**src/rtl/if_fetch_stage.sv**
```systemverilog
// Instruction fetch stage: PC register, next-PC select, a single
// outstanding addr_ok/data_ok fetch, and the IF/ID register for decode.
module if_fetch_stage #(
    parameter logic [31:0] RESET_PC   = 32'hBFC00000,
    parameter logic [31:0] EXC_VECTOR = 32'hBFC00380
) (
    input  logic        clk,
    input  logic        rst,
    input  logic        StallD,
    input  logic        BranchD,
    input  logic        Jump,
    input  logic        JumpReg,
    input  logic        EPC_sel,
    input  logic        exception,
    input  logic [31:0] Branch_addr,
    input  logic [31:0] Jump_addr,
    input  logic [31:0] PCSrc_reg,
    input  logic [31:0] EPCout,
    output logic        inst_req,
    output logic [31:0] inst_addr,
    input  logic        inst_addr_ok,
    input  logic        inst_data_ok,
    input  logic [31:0] inst_rdata,
    output logic [31:0] instr,
    output logic [31:0] PCin,
    output logic [31:0] pc_plus_4,
    output logic        ValidD,
    output logic        AdELF,
    output logic        StallF
);

    localparam logic [1:0] S_REQ    = 2'd0;
    localparam logic [1:0] S_WAIT   = 2'd1;
    localparam logic [1:0] S_HOLD   = 2'd2;
    localparam logic [1:0] S_CANCEL = 2'd3;

    // Redirect priority levels; a larger value wins.
    localparam logic [2:0] L_NONE = 3'd0;
    localparam logic [2:0] L_BR   = 3'd1;
    localparam logic [2:0] L_J    = 3'd2;
    localparam logic [2:0] L_JR   = 3'd3;
    localparam logic [2:0] L_EPC  = 3'd4;
    localparam logic [2:0] L_EXC  = 3'd5;

    logic [1:0]  state;
    logic [1:0]  state_n;
    logic [31:0] pc;
    logic [31:0] pc_n;
    logic [31:0] pc_inc;

    logic        pending_v;
    logic [2:0]  pending_lvl;
    logic [31:0] pending_pc;

    logic [31:0] hold_word;

    logic [2:0]  in_lvl;
    logic [31:0] in_pc;
    logic        use_in;
    logic        redir_v;
    logic [2:0]  redir_lvl;
    logic [31:0] redir_pc;

    logic        flush;
    logic        misal;
    logic        pc_upd;
    logic        deliver;
    logic        load_word;
    logic        park;
    logic        adel_f;
    logic [31:0] word;

    assign pc_inc = pc + 32'd4;
    assign flush  = exception | EPC_sel;
    assign misal  = (pc[1:0] != 2'b00);

    // Highest-priority redirect presented this cycle
    always_comb begin
        in_lvl = L_NONE;
        in_pc  = 32'd0;
        if (exception) begin
            in_lvl = L_EXC;
            in_pc  = EXC_VECTOR;
        end else if (EPC_sel) begin
            in_lvl = L_EPC;
            in_pc  = EPCout;
        end else if (JumpReg) begin
            in_lvl = L_JR;
            in_pc  = PCSrc_reg;
        end else if (Jump) begin
            in_lvl = L_J;
            in_pc  = Jump_addr;
        end else if (BranchD) begin
            in_lvl = L_BR;
            in_pc  = Branch_addr;
        end
    end

    // Merge the live redirect with the latched one; ties go to the newer
    always_comb begin
        use_in    = (in_lvl != L_NONE) &&
                    (!pending_v || (in_lvl >= pending_lvl));
        redir_v   = use_in || pending_v;
        redir_lvl = use_in ? in_lvl : pending_lvl;
        redir_pc  = use_in ? in_pc : pending_pc;
        pc_n      = redir_v ? redir_pc : pc_inc;
    end

    // Fetch FSM: next state, word delivery and PC update strobe
    always_comb begin
        state_n = state;
        pc_upd  = 1'b0;
        deliver = 1'b0;
        park    = 1'b0;
        adel_f  = 1'b0;
        word    = 32'd0;
        unique case (state)
            S_REQ: begin
                if (misal) begin
                    // Misaligned PC: no bus access, deliver an AdEL slot.
                    deliver = 1'b1;
                    adel_f  = 1'b1;
                    if (flush || !StallD) begin
                        pc_upd = 1'b1;
                    end
                end else if (inst_addr_ok) begin
                    state_n = flush ? S_CANCEL : S_WAIT;
                end else if (flush) begin
                    pc_upd = 1'b1;
                end
            end
            S_WAIT: begin
                if (inst_data_ok) begin
                    deliver = 1'b1;
                    word    = inst_rdata;
                    if (flush || !StallD) begin
                        state_n = S_REQ;
                        pc_upd  = 1'b1;
                    end else begin
                        state_n = S_HOLD;
                        park    = 1'b1;
                    end
                end else if (flush) begin
                    state_n = S_CANCEL;
                end
            end
            S_HOLD: begin
                deliver = 1'b1;
                word    = hold_word;
                if (flush || !StallD) begin
                    state_n = S_REQ;
                    pc_upd  = 1'b1;
                end
            end
            S_CANCEL: begin
                // Stale response is dropped; PC then takes the redirect.
                if (inst_data_ok) begin
                    state_n = S_REQ;
                    pc_upd  = 1'b1;
                end
            end
            default: begin
                state_n = S_REQ;
            end
        endcase
        load_word = deliver && !flush && !StallD;
    end

    // FSM state, PC and latched redirect
    always_ff @(posedge clk) begin
        if (!rst) begin
            state       <= S_REQ;
            pc          <= RESET_PC;
            pending_v   <= 1'b0;
            pending_lvl <= L_NONE;
            pending_pc  <= 32'd0;
        end else begin
            state <= state_n;
            if (pc_upd) begin
                pc          <= pc_n;
                pending_v   <= 1'b0;
                pending_lvl <= L_NONE;
            end else begin
                pending_v   <= redir_v;
                pending_lvl <= redir_lvl;
                pending_pc  <= redir_pc;
            end
        end
    end

    // Park a returned word while decode is stalled
    always_ff @(posedge clk) begin
        if (!rst) begin
            hold_word <= 32'd0;
        end else if (park) begin
            hold_word <= inst_rdata;
        end
    end

    // IF/ID register
    always_ff @(posedge clk) begin
        if (!rst) begin
            instr     <= 32'd0;
            PCin      <= 32'd0;
            pc_plus_4 <= 32'd0;
            ValidD    <= 1'b0;
            AdELF     <= 1'b0;
        end else if (exception) begin
            instr  <= 32'd0;
            ValidD <= 1'b0;
            AdELF  <= 1'b0;
        end else if (!StallD) begin
            if (load_word) begin
                instr     <= word;
                PCin      <= pc;
                pc_plus_4 <= pc_inc;
                ValidD    <= 1'b1;
                AdELF     <= adel_f;
            end else begin
                instr  <= 32'd0;
                ValidD <= 1'b0;
                AdELF  <= 1'b0;
            end
        end
    end

    assign inst_req  = rst && (state == S_REQ) && !misal;
    assign inst_addr = pc;
    assign StallF    = (state != S_HOLD) || StallD;

endmodule
```
**config.mk**
```make
export PLATFORM = sky130hd
export DESIGN_NAME = if_fetch_stage
export DESIGN_NICKNAME = d
export VERILOG_FILES = /design/src/rtl/if_fetch_stage.sv
export SDC_FILE = /design/constraint.sdc
export NUM_CORES = 1
export LEC_CHECK = 0
export ABC_CLOCK_PERIOD_IN_PS = 3470
export BUFFER_PORTS_ARGS = -buffer_cell sky130_fd_sc_hd__buf_2
export CAP_MARGIN = 10
export CORE_ASPECT_RATIO = 1.5
export CORE_UTILIZATION = 47
export CTS_CLUSTER_DIAMETER = 80
export DETAILED_ROUTE_END_ITERATION = 12
export GPL_ROUTABILITY_DRIVEN = 1
export PLACE_DENSITY_LB_ADDON = 0.2
export SLEW_MARGIN = 20
export SYNTH_ARGS = -nofsm -noshare
export SYNTH_HDL_FRONTEND = slang
export SYNTH_SLANG_ARGS = --single-unit
```
**constraint.sdc**
```tcl
create_clock -name clk -period 3.47 [get_ports clk]
set_input_delay 0.694 -clock clk [delete_from_list [all_inputs] [get_ports clk]]
set_output_delay 0.694 -clock clk [all_outputs]
set_load 0.01 [all_outputs]
```
After elaboration in Yosys (flattened, before gate mapping)
Index checks and enable logic that the tools add are counted.
Widths: inputs -> output; s select.
{"block": "word_totals", "register_bits": 200, "inputBits": 170, "out_inout_bits": 132, "elab_cells": 85}
{"block": "op_classes", "addsub": 1, "order_cmp": 1, "eq_ne": 9, "n_mux": 39, "n_bitwise": 4, "reduce_logical": 20}
{"cell": "$mux 32", "n": 9}
{"cell": "$pmux 32 s2", "n": 1}
{"cell": "$add 32x3->32 const B", "n": 1}
{"cell": "$mux 2", "n": 10}
{"cell": "$mux 1", "n": 14}
{"cell": "$ne 2x2->1 const B", "n": 5}
{"cell": "$pmux 2 s4", "n": 1}
{"cell": "$mux 3", "n": 2}
{"cell": "$logic_and 1x1->1", "n": 5}
{"cell": "$reduce_and 5->1", "n": 1}
{"cell": "$eq 2x2->1 const B", "n": 2}
{"cell": "$logic_not 1->1", "n": 4}
{"cell": "$logic_or 1x1->1", "n": 4}
{"cell": "$pmux 1 s4", "n": 1}
{"cell": "$reduce_or 2->1", "n": 2}
{"cell": "$ge 3x3->1", "n": 1}
{"cell": "$ne 3x3->1 const B", "n": 1}
{"cell": "$not 1->1", "n": 3}
{"cell": "$pmux 1 s3", "n": 1}
{"cell": "$reduce_and 3->1", "n": 1}
{"cell": "$reduce_bool 3->1", "n": 1}
{"cell": "$eq 2x1->1 const B", "n": 1}
{"cell": "$logic_not 2->1", "n": 1}
{"cell": "$reduce_bool 2->1", "n": 1}
{"cell": "$or 1x1->1", "n": 1}

Depth between registers and ports, before layout
Gate-level depths: netlist of run 1.
{"block": "depth", "ltp_word": 10, "mapped_depth": 17, "ltp_nobuf": 11}

Worst setup path before layout of run 1
OpenSTA, ideal clock, no wires.
{"block": "synth_timing", "path_kind": "input to register", "from": "input port JumpReg", "to": "register pending_pc[7]", "setup_ns": 0.132, "t_arrival_ns": 3.297, "required_time_ns": 3.338, "setup_slack_ns": 0.042, "stages": 15, "path_buffers": 5, "path_cell_list": "clkbuf_1 -> clkbuf_1 -> buf_1 -> nor2_1 -> nor2_1 -> nor2_1 -> ha_1 -> nor2b_1 -> o2111ai_1 -> and2_1 -> buf_6 -> nand2_2 -> buf_4 -> a2111oi_0 -> nor3_1"}
{"block": "synth_between", "elab_chain_cells": 7, "elab_cells_between_ends": 11, "classes_between": "order compare: 1; mux: 7; reduce/logical: 3"}
{"element": "from (decl)", "line": "12", "source": "input logic JumpReg,"}
{"element": "$mux 2", "line": "87", "source": "end else if (JumpReg) begin"}
{"element": "$mux 3", "line": "84", "source": "end else if (EPC_sel) begin"}
{"element": "$mux 3", "line": "81", "source": "if (exception) begin"}
{"element": "$ge 3x3->1", "line": "102", "source": "(!pending_v || (in_lvl >= pending_lvl));"}
{"element": "$logic_or 1x1->1", "line": "102"}
{"element": "$logic_and 1x1->1", "line": "101", "source": "use_in = (in_lvl != L_NONE) &&"}
{"element": "$mux 32 (*)", "line": "105", "source": "redir_pc = use_in ? in_pc : pending_pc;"}
{"element": "to (signal assigned)", "line": "186", "source": "pending_pc <= redir_pc;"}
{"element": "to (decl)", "line": "53", "source": "logic [31:0] pending_pc;"}
Every way passes the cells marked *; elsewhere a longest branch is shown, timed or not.
A chain may end at the register's enable or synchronous reset.

Worst setup path in the final report of run 1
{"block": "layout_timing", "from": "input port Jump", "to": "register pending_pc[7]"}
{"block": "layout_between", "elab_chain_cells": 8, "elab_cells_between_ends": 13, "classes_between": "order compare: 1; mux: 9; reduce/logical: 3"}
{"element": "from (decl)", "line": "11", "source": "input logic Jump,"}
{"element": "$mux 2 (*)", "line": "90", "source": "end else if (Jump) begin"}
{"element": "$mux 2 (*)", "line": "87"}
{"element": "$mux 3 (*)", "line": "84"}
{"element": "$mux 3 (*)", "line": "81"}
{"element": "net in_lvl[1]", "line": "57", "source": "logic [2:0] in_lvl;"}
{"element": "$ge 3x3->1", "line": "102"}
{"element": "$logic_or 1x1->1", "line": "102"}
{"element": "$logic_and 1x1->1 (*)", "line": "101"}
{"element": "$mux 32 (*)", "line": "105"}
The timed path passes the listed nets; every way through them passes the cells marked *.

==> results of run 1 <==
==> worst max-delay path, stage by stage <==
cell                        delay (ps)
sky130_fd_sc_hd__buf_2             120
sky130_fd_sc_hd__or2_4             270
sky130_fd_sc_hd__and2_1            180
sky130_fd_sc_hd__ha_1              270
sky130_fd_sc_hd__nand2_1            40
sky130_fd_sc_hd__o2111ai_1         230
sky130_fd_sc_hd__and2_1            370
sky130_fd_sc_hd__nand2_2           320
sky130_fd_sc_hd__a2111oi_0         450
sky130_fd_sc_hd__nor3_1             70
==> sequential cells by signal, summed over array words and instances (netlist names) <==
signal,cells
pc_plus_4,30
pending_pc,32
inst_addr,32
instr,32
ValidD,1
state,2
PCin,32
AdELF,1
pending_v,1
hold_word,32
pending_lvl,3
==> metal layers <==
| layer | GRT usage, % | wire length, µm | vias to the layer above |
|---|---|---|---|
| met5 | 0 | 0 | - |
| met4 | 14.7 | 1290 | 0 |
| met3 | 3.53 | 2040 | 72 |
| met2 | 47.6 | 14800 | 466 |
| met1 | 33.6 | 12500 | 4628 |
| li1 | - | - | 4910 |
==> cell families (layout without fill, tap and decap cells) <==
logic type      after synthesis  in the layout  synth area share (%)
flops                       198            198                  40.4
xor+xnor                     28             28                  2.50
buf+inv                     142            386                  6.22
compound gates              420            420                  28.8
other cells                   0              2                     0
mux                           8              8                 0.855
simple gates                435            435                  20.0
fa+ha+maj                    10             10                  1.28
==> cells in the final DEF (no fill, tap or decap), types with 4 or more instances in the layout <==
master,instances
sky130_fd_sc_hd__mux2i_1,5
sky130_fd_sc_hd__o21ai_1,6
sky130_fd_sc_hd__or3_1,8
sky130_fd_sc_hd__xor2_1,13
sky130_fd_sc_hd__nand2_1,223
sky130_fd_sc_hd__buf_4,33
sky130_fd_sc_hd__a21boi_0,4
sky130_fd_sc_hd__and4_1,5
sky130_fd_sc_hd__a221oi_1,23
sky130_fd_sc_hd__nand4_1,13
sky130_fd_sc_hd__o21a_1,10
sky130_fd_sc_hd__a22o_1,32
sky130_fd_sc_hd__dfxtp_1,198
sky130_fd_sc_hd__a22oi_1,44
sky130_fd_sc_hd__nor2_1,98
sky130_fd_sc_hd__a21oi_1,141
sky130_fd_sc_hd__nor2b_1,4
sky130_fd_sc_hd__clkbuf_16,17
sky130_fd_sc_hd__buf_2,301
sky130_fd_sc_hd__o31a_1,6
sky130_fd_sc_hd__inv_1,17
sky130_fd_sc_hd__bufinv_16,5
sky130_fd_sc_hd__ha_1,10
sky130_fd_sc_hd__and2_1,12
sky130_fd_sc_hd__o211ai_1,9
sky130_fd_sc_hd__and3_1,6
sky130_fd_sc_hd__o21ai_0,61
sky130_fd_sc_hd__nor3_1,20
sky130_fd_sc_hd__a211oi_1,27
sky130_fd_sc_hd__nand3_1,15
sky130_fd_sc_hd__a221o_1,19
sky130_fd_sc_hd__nor4_1,7
sky130_fd_sc_hd__xnor2_1,15
==> final cells by class <==
type                            instances  area [µm²]  area share, %
Antenna cell                            2        5.00         0.0416
Clock buffer                           20         437           3.63
Clock inverter                         11         198           1.64
Inverter                               20        77.6          0.645
Multi-Input combinational cell        901        5240           43.6
Sequential cell                       198        3960           33.0
Tap cell                              264         330           2.75
Timing Repair Buffer                  335        1770           14.8
==> synth_stat cells, drive strengths merged, types with 4 or more instances <==
cell,count
xnor2,15
and4,5
ha,10
a211oi,27
o21a,10
dfxtp,198
nand2,225
nand3,16
and2,12
inv,19
nor2b,5
nor2,101
a21oi,141
o21ai,67
a22oi,44
nand4,13
nor4,10
a22o,32
mux2i,5
buf,35
clkbuf,87
o31a,6
nor3,20
a221oi,23
xor2,13
o211ai,11
or3,9
a21boi,4
and3,6
a221o,19
==> final timing paths <==
check / from / to / slack, ps
max reg2reg: inst_addr[4]$_SDFFE_PN0P_ / inst_addr[27]$_SDFFE_PN1P_ / 880
max: Jump / pending_pc[7]$_SDFFE_PN0N_ / 740
min reg2reg: PCin[12]$_SDFFE_PN0P_ / PCin[12]$_SDFFE_PN0P_ / 450
min: PCin[12]$_SDFFE_PN0P_ / PCin[12]$_SDFFE_PN0P_ / 450
==> power breakdown <==
part	internal [W]	leakage (nW)	switching [W]
combinational	0.000932	2.97	0.00155
clock	0.00129	0.305	0.000890
sequential	0.00261	1.61	0.000396
total	0.00483	4.88	0.00284
==> through the flow <==
stage	setup WS, ps	instances	power, W	hold slack, ps
2_1_floorplan	41.7	1241	0.00465	429
3_3_place_gp	338	1718	0.00546	439
3_5_place_dp	292	1718	0.00550	445
4_1_cts	739	1749	0.00768	454
5_1_grt	585	1751	0.00807	465
6_report	735	1751	0.00767	453
==> flow_summary.toml, run 1 <==
[worst_setup_path]
cp_data_required_time_ps = 3780
worst_ep_arrival_time_ps = 3040
critical_path.endpoint_type = "flip-flop"
worst_setup_path_start_kind = "primary input"
timing_worst_setup_path_type = "primary input to flip-flop"
worstPathMaxFanout = 23
timing.reg2reg.worst_path_depth = 6

[routing]
drt-wirelength-per-cell_um = 17.5
detail_route.first_pass.iterations = 6
drc = 0
postRouteWirelength_um = 30700
viasPerCell = 5.75
final_antenna_net_count = 0
route.vias.total = 10100
drt_first_iter_violations = 804

[cts]
cts.repair.resized = 0
clk_path_buf_depth = 2
clkSlewWorstSetupHoldPaths_ps = 70
cts_setup_buffers = 0
cts-htree-levels = 4
worstSkewPairLatency_ps = 440
cts_buffers = 17
holdBufCountCts = 0
tritoncts_clock_tree = "built"
root_buffer_cell = "sky130_fd_sc_hd__clkbuf_16"
tritoncts_num_sinks = 198

[min_path]
hold_path_class = "flip-flop to flip-flop"
min_delay_path_depth = 2

[synth]
ys.warnings.count = 0
asr_flop_ratio_synth_pct = 0
yosysSeqAreaShare_pct = 40.4
synth_area_um2 = 9810
postSynthRegisterBits = 198
yosys_top_cell_by_area = "sky130_fd_sc_hd__dfxtp_1"
synth_nets = 1421
netlist.area_leader.share_pct = 40.4
yosys-top-cells-area = "sky130_fd_sc_hd__dfxtp_1, sky130_fd_sc_hd__nand2_1, sky130_fd_sc_hd__a21oi_1, sky130_fd_sc_hd__nor2_1, sky130_fd_sc_hd__a22oi_1"
synth.lib_cells_used.distinct = 72
most_used_dff_post_synth = "sky130_fd_sc_hd__dfxtp_1"
post_synth_inst_count = 1241
synth_area_per_cell_um2 = 7.90
synth_edf_count = 0

[power]
power.density_cell_area_nw_per_um2 = 638
static-leakage-power_nw = 4.88
ir_worst_vdd_mv = 0.367

[sta]
finalHoldViolations = 0
report.final.slew_viol_count = 0
max_freq_ghz = 0.366
grt_setup_unrepaired = "false"
post-route-min-period_ps = 2730
tns_ps = 0
final.period_utilization_pct = 78.8
setup_violations = 0
slew-limit-headroom_pct = 48.6
tightestPinTransition_ps = 771
finalClockSkew_ps = 19.9

[global_route]
grt_first_pass_wirelength_um = 47200
grt_max_degree = 91
track_usage_pct = 27.7
grt_pass1_vias = 8994
global_route.overflow_total = 0
antenna_found_initial = 2

[place]
place_area_um2 = 11400
port-buffer-count = 301
gpl.final_weighted_congestion = 0.851
place_hpwl_um = 22700

[finish]
area.growth.synth_to_final_pct = 22.6
nNetsFinal = 1653
drive_gt1_share_pct = 26.0
post-route-util_pct = 58.9
final_layout_fill_cell_count = 1919
postLayoutCellArea_um2 = 12000

[floorplanning]
dieHeight_um = 179
design.die.area_um2 = 21500
ios = 302
die-width_um = 120
rows = 64
core_area_um2 = 20400
floorplan.initialDensity_pct = 48.0

[flow_run]
number_of_maximum_capacitance_constraint_violations = 0

[outcome]
run_status = "complete, no violations"
No activity file was read; power rests on OpenSTA's default activity.
==> run 2: changes to the inputs <==
ABC_CLOCK_PERIOD_IN_PS = 2810   (was 3470)
CORE_UTILIZATION = 50   (was 47)
clock period = 2.81 ns   (was 3.47 ns; I/O delays follow)
==> run 2 against run 1 <==
Critical path depth decreased by 2. Critical path type is now flip-flop to flip-flop. Largest power group unchanged. Highest routed layer unchanged. First-iteration DRC count decreased by 2.1%. Sequential power increased by 21%.
==> flow_summary.toml, run 2 (same netlist as run 1, synthesis figures left out) <==
[global_route]
grt_max_degree = 91
antenna_found_initial = 0
grt_first_pass_wirelength_um = 47100
grt_pass1_vias = 9313
track_usage_pct = 29.6
global_route.overflow_total = 0

[worst_setup_path]
worst_ep_arrival_time_ps = 2770
cp_data_required_time_ps = 3180
worstPathMaxFanout = 12
worst_setup_path_start_kind = "flip-flop"
timing_worst_setup_path_type = "flip-flop to flip-flop"
critical_path.endpoint_type = "flip-flop"

[routing]
final_antenna_net_count = 0
drc = 0
drt-wirelength-per-cell_um = 16.8
route.vias.total = 10000
viasPerCell = 5.66
drt_first_iter_violations = 787
detail_route.first_pass.iterations = 5
postRouteWirelength_um = 29900

[sta]
tightestPinTransition_ps = 583
setup_violations = 0
final.period_utilization_pct = 85.3
finalHoldViolations = 0
finalClockSkew_ps = 15.3
max_freq_ghz = 0.417
report.final.slew_viol_count = 0
hold_slack_final_ps = 373
post-route-min-period_ps = 2400
setup_ws_ps = 412
grt_setup_unrepaired = "false"
slew-limit-headroom_pct = 61.0

[floorplanning]
rows = 62
dieHeight_um = 174
design.die.area_um2 = 20200
die-width_um = 116
ios = 302
core_area_um2 = 19200
floorplan.initialDensity_pct = 51.2

[cts]
cts-htree-levels = 4
cts_setup_buffers = 0
clk_path_buf_depth = 2
tritoncts_num_sinks = 198
worstSkewPairLatency_ps = 440
clkSlewWorstSetupHoldPaths_ps = 80
cts_buffers = 17
holdBufCountCts = 0
cts.repair.resized = 0
root_buffer_cell = "sky130_fd_sc_hd__clkbuf_16"
tritoncts_clock_tree = "built"

[power]
static-leakage-power_nw = 5.05
ir_worst_vdd_mv = 0.457
finalPower_w = 0.00942
power.density_cell_area_nw_per_um2 = 766

[flow_run]
number_of_maximum_capacitance_constraint_violations = 0

[finish]
seq_cell_area_um2 = 3960
final_layout_fill_cell_count = 1748
multiInputGateArea_um2 = 5270
leading_cell_type_in_the_layout_fill_and_taps_excluded = "sky130_fd_sc_hd__buf_2"
final_cell_mix = "sky130_fd_sc_hd__buf_2, sky130_fd_sc_hd__nand2_1, sky130_fd_sc_hd__dfxtp_1, sky130_fd_sc_hd__a21oi_1, sky130_fd_sc_hd__nor2_1"
antennaDiodeCount = 0
area.growth.synth_to_final_pct = 25.3
drive_gt1_share_pct = 27.8
nNetsFinal = 1687

[outcome]
run_status = "complete, no violations"

[place]
port-buffer-count = 301
place_hpwl_um = 22700
gpl.final_weighted_congestion = 0.891
place_worst_setup_slack_ps = 8.50

[min_path]
hold_path_class = "primary input to flip-flop"
==> run 2: power breakdown <==
group / leakage [nW] / internal [W] / switching, W
combinational: 3.16 / 0.00135 / 0.00202
clock: 0.279 / 0.00126 / 0.00115
sequential: 1.61 / 0.00322 / 0.000412
total: 5.05 / 0.00583 / 0.00358
==> run 2: worst max-delay path: stages (launching register included) <==
cell,delay (ps)
sky130_fd_sc_hd__dfxtp_1,420
sky130_fd_sc_hd__inv_1,110
sky130_fd_sc_hd__ha_1,250
sky130_fd_sc_hd__a211oi_1,250
sky130_fd_sc_hd__o21ai_0,120
sky130_fd_sc_hd__nand2_1,460
sky130_fd_sc_hd__nand2_4,190
sky130_fd_sc_hd__or3_1,390
sky130_fd_sc_hd__a21oi_1,150
==> run 2: final timing paths <==
check | start | to | slack, ps | cells after the start
hold / removal | inst_rdata[7] | hold_word[7]$_SDFFE_PN0P_ | 370 | 3
hold reg to reg | PCin[18]$_SDFFE_PN0P_ | PCin[18]$_SDFFE_PN0P_ | 450 | 2
setup reg to reg | state[1]$_SDFFE_PN0P_ | pending_pc[16]$_SDFFE_PN0N_ | 410 | 8
setup / recovery | state[1]$_SDFFE_PN0P_ | pending_pc[16]$_SDFFE_PN0N_ | 410 | 8
==> run 2: final cells by class <==
cell class	instances	share of cell area [%]
repair buffers	369	16.9
clock inverters	13	1.16
inverters	20	0.631
multi-input cells	901	42.9
flip-flops and latches	198	32.3
clock buffers	19	3.52
well taps	256	2.61
==> run 2: per-layer routing <==
layer | share of wire [%] | wire length, µm | track usage (%) | vias to the layer above
li1 | - | - | - | 4974
met1 | 40 | 12100 | 34.9 | 4606
met2 | 49 | 14700 | 50.6 | 407
met3 | 6.5 | 1940 | 5.42 | 62
met4 | 3.9 | 1170 | 14.4 | 0
met5 | 0 | 0 | 0 | -
==> run 2: stage by stage <==
stage	cells	TNS [ps]	util (%)	cell area [µm²]
3_5_place_dp	1744	0	61.1	11700
5_1_grt	1776	0	64.1	12300
4_1_cts	1776	0	64.1	12300
3_3_place_gp	1744	0	61.1	11700
6_report	1776	0	64.1	12300
2_1_floorplan	1241	-203	-	9880
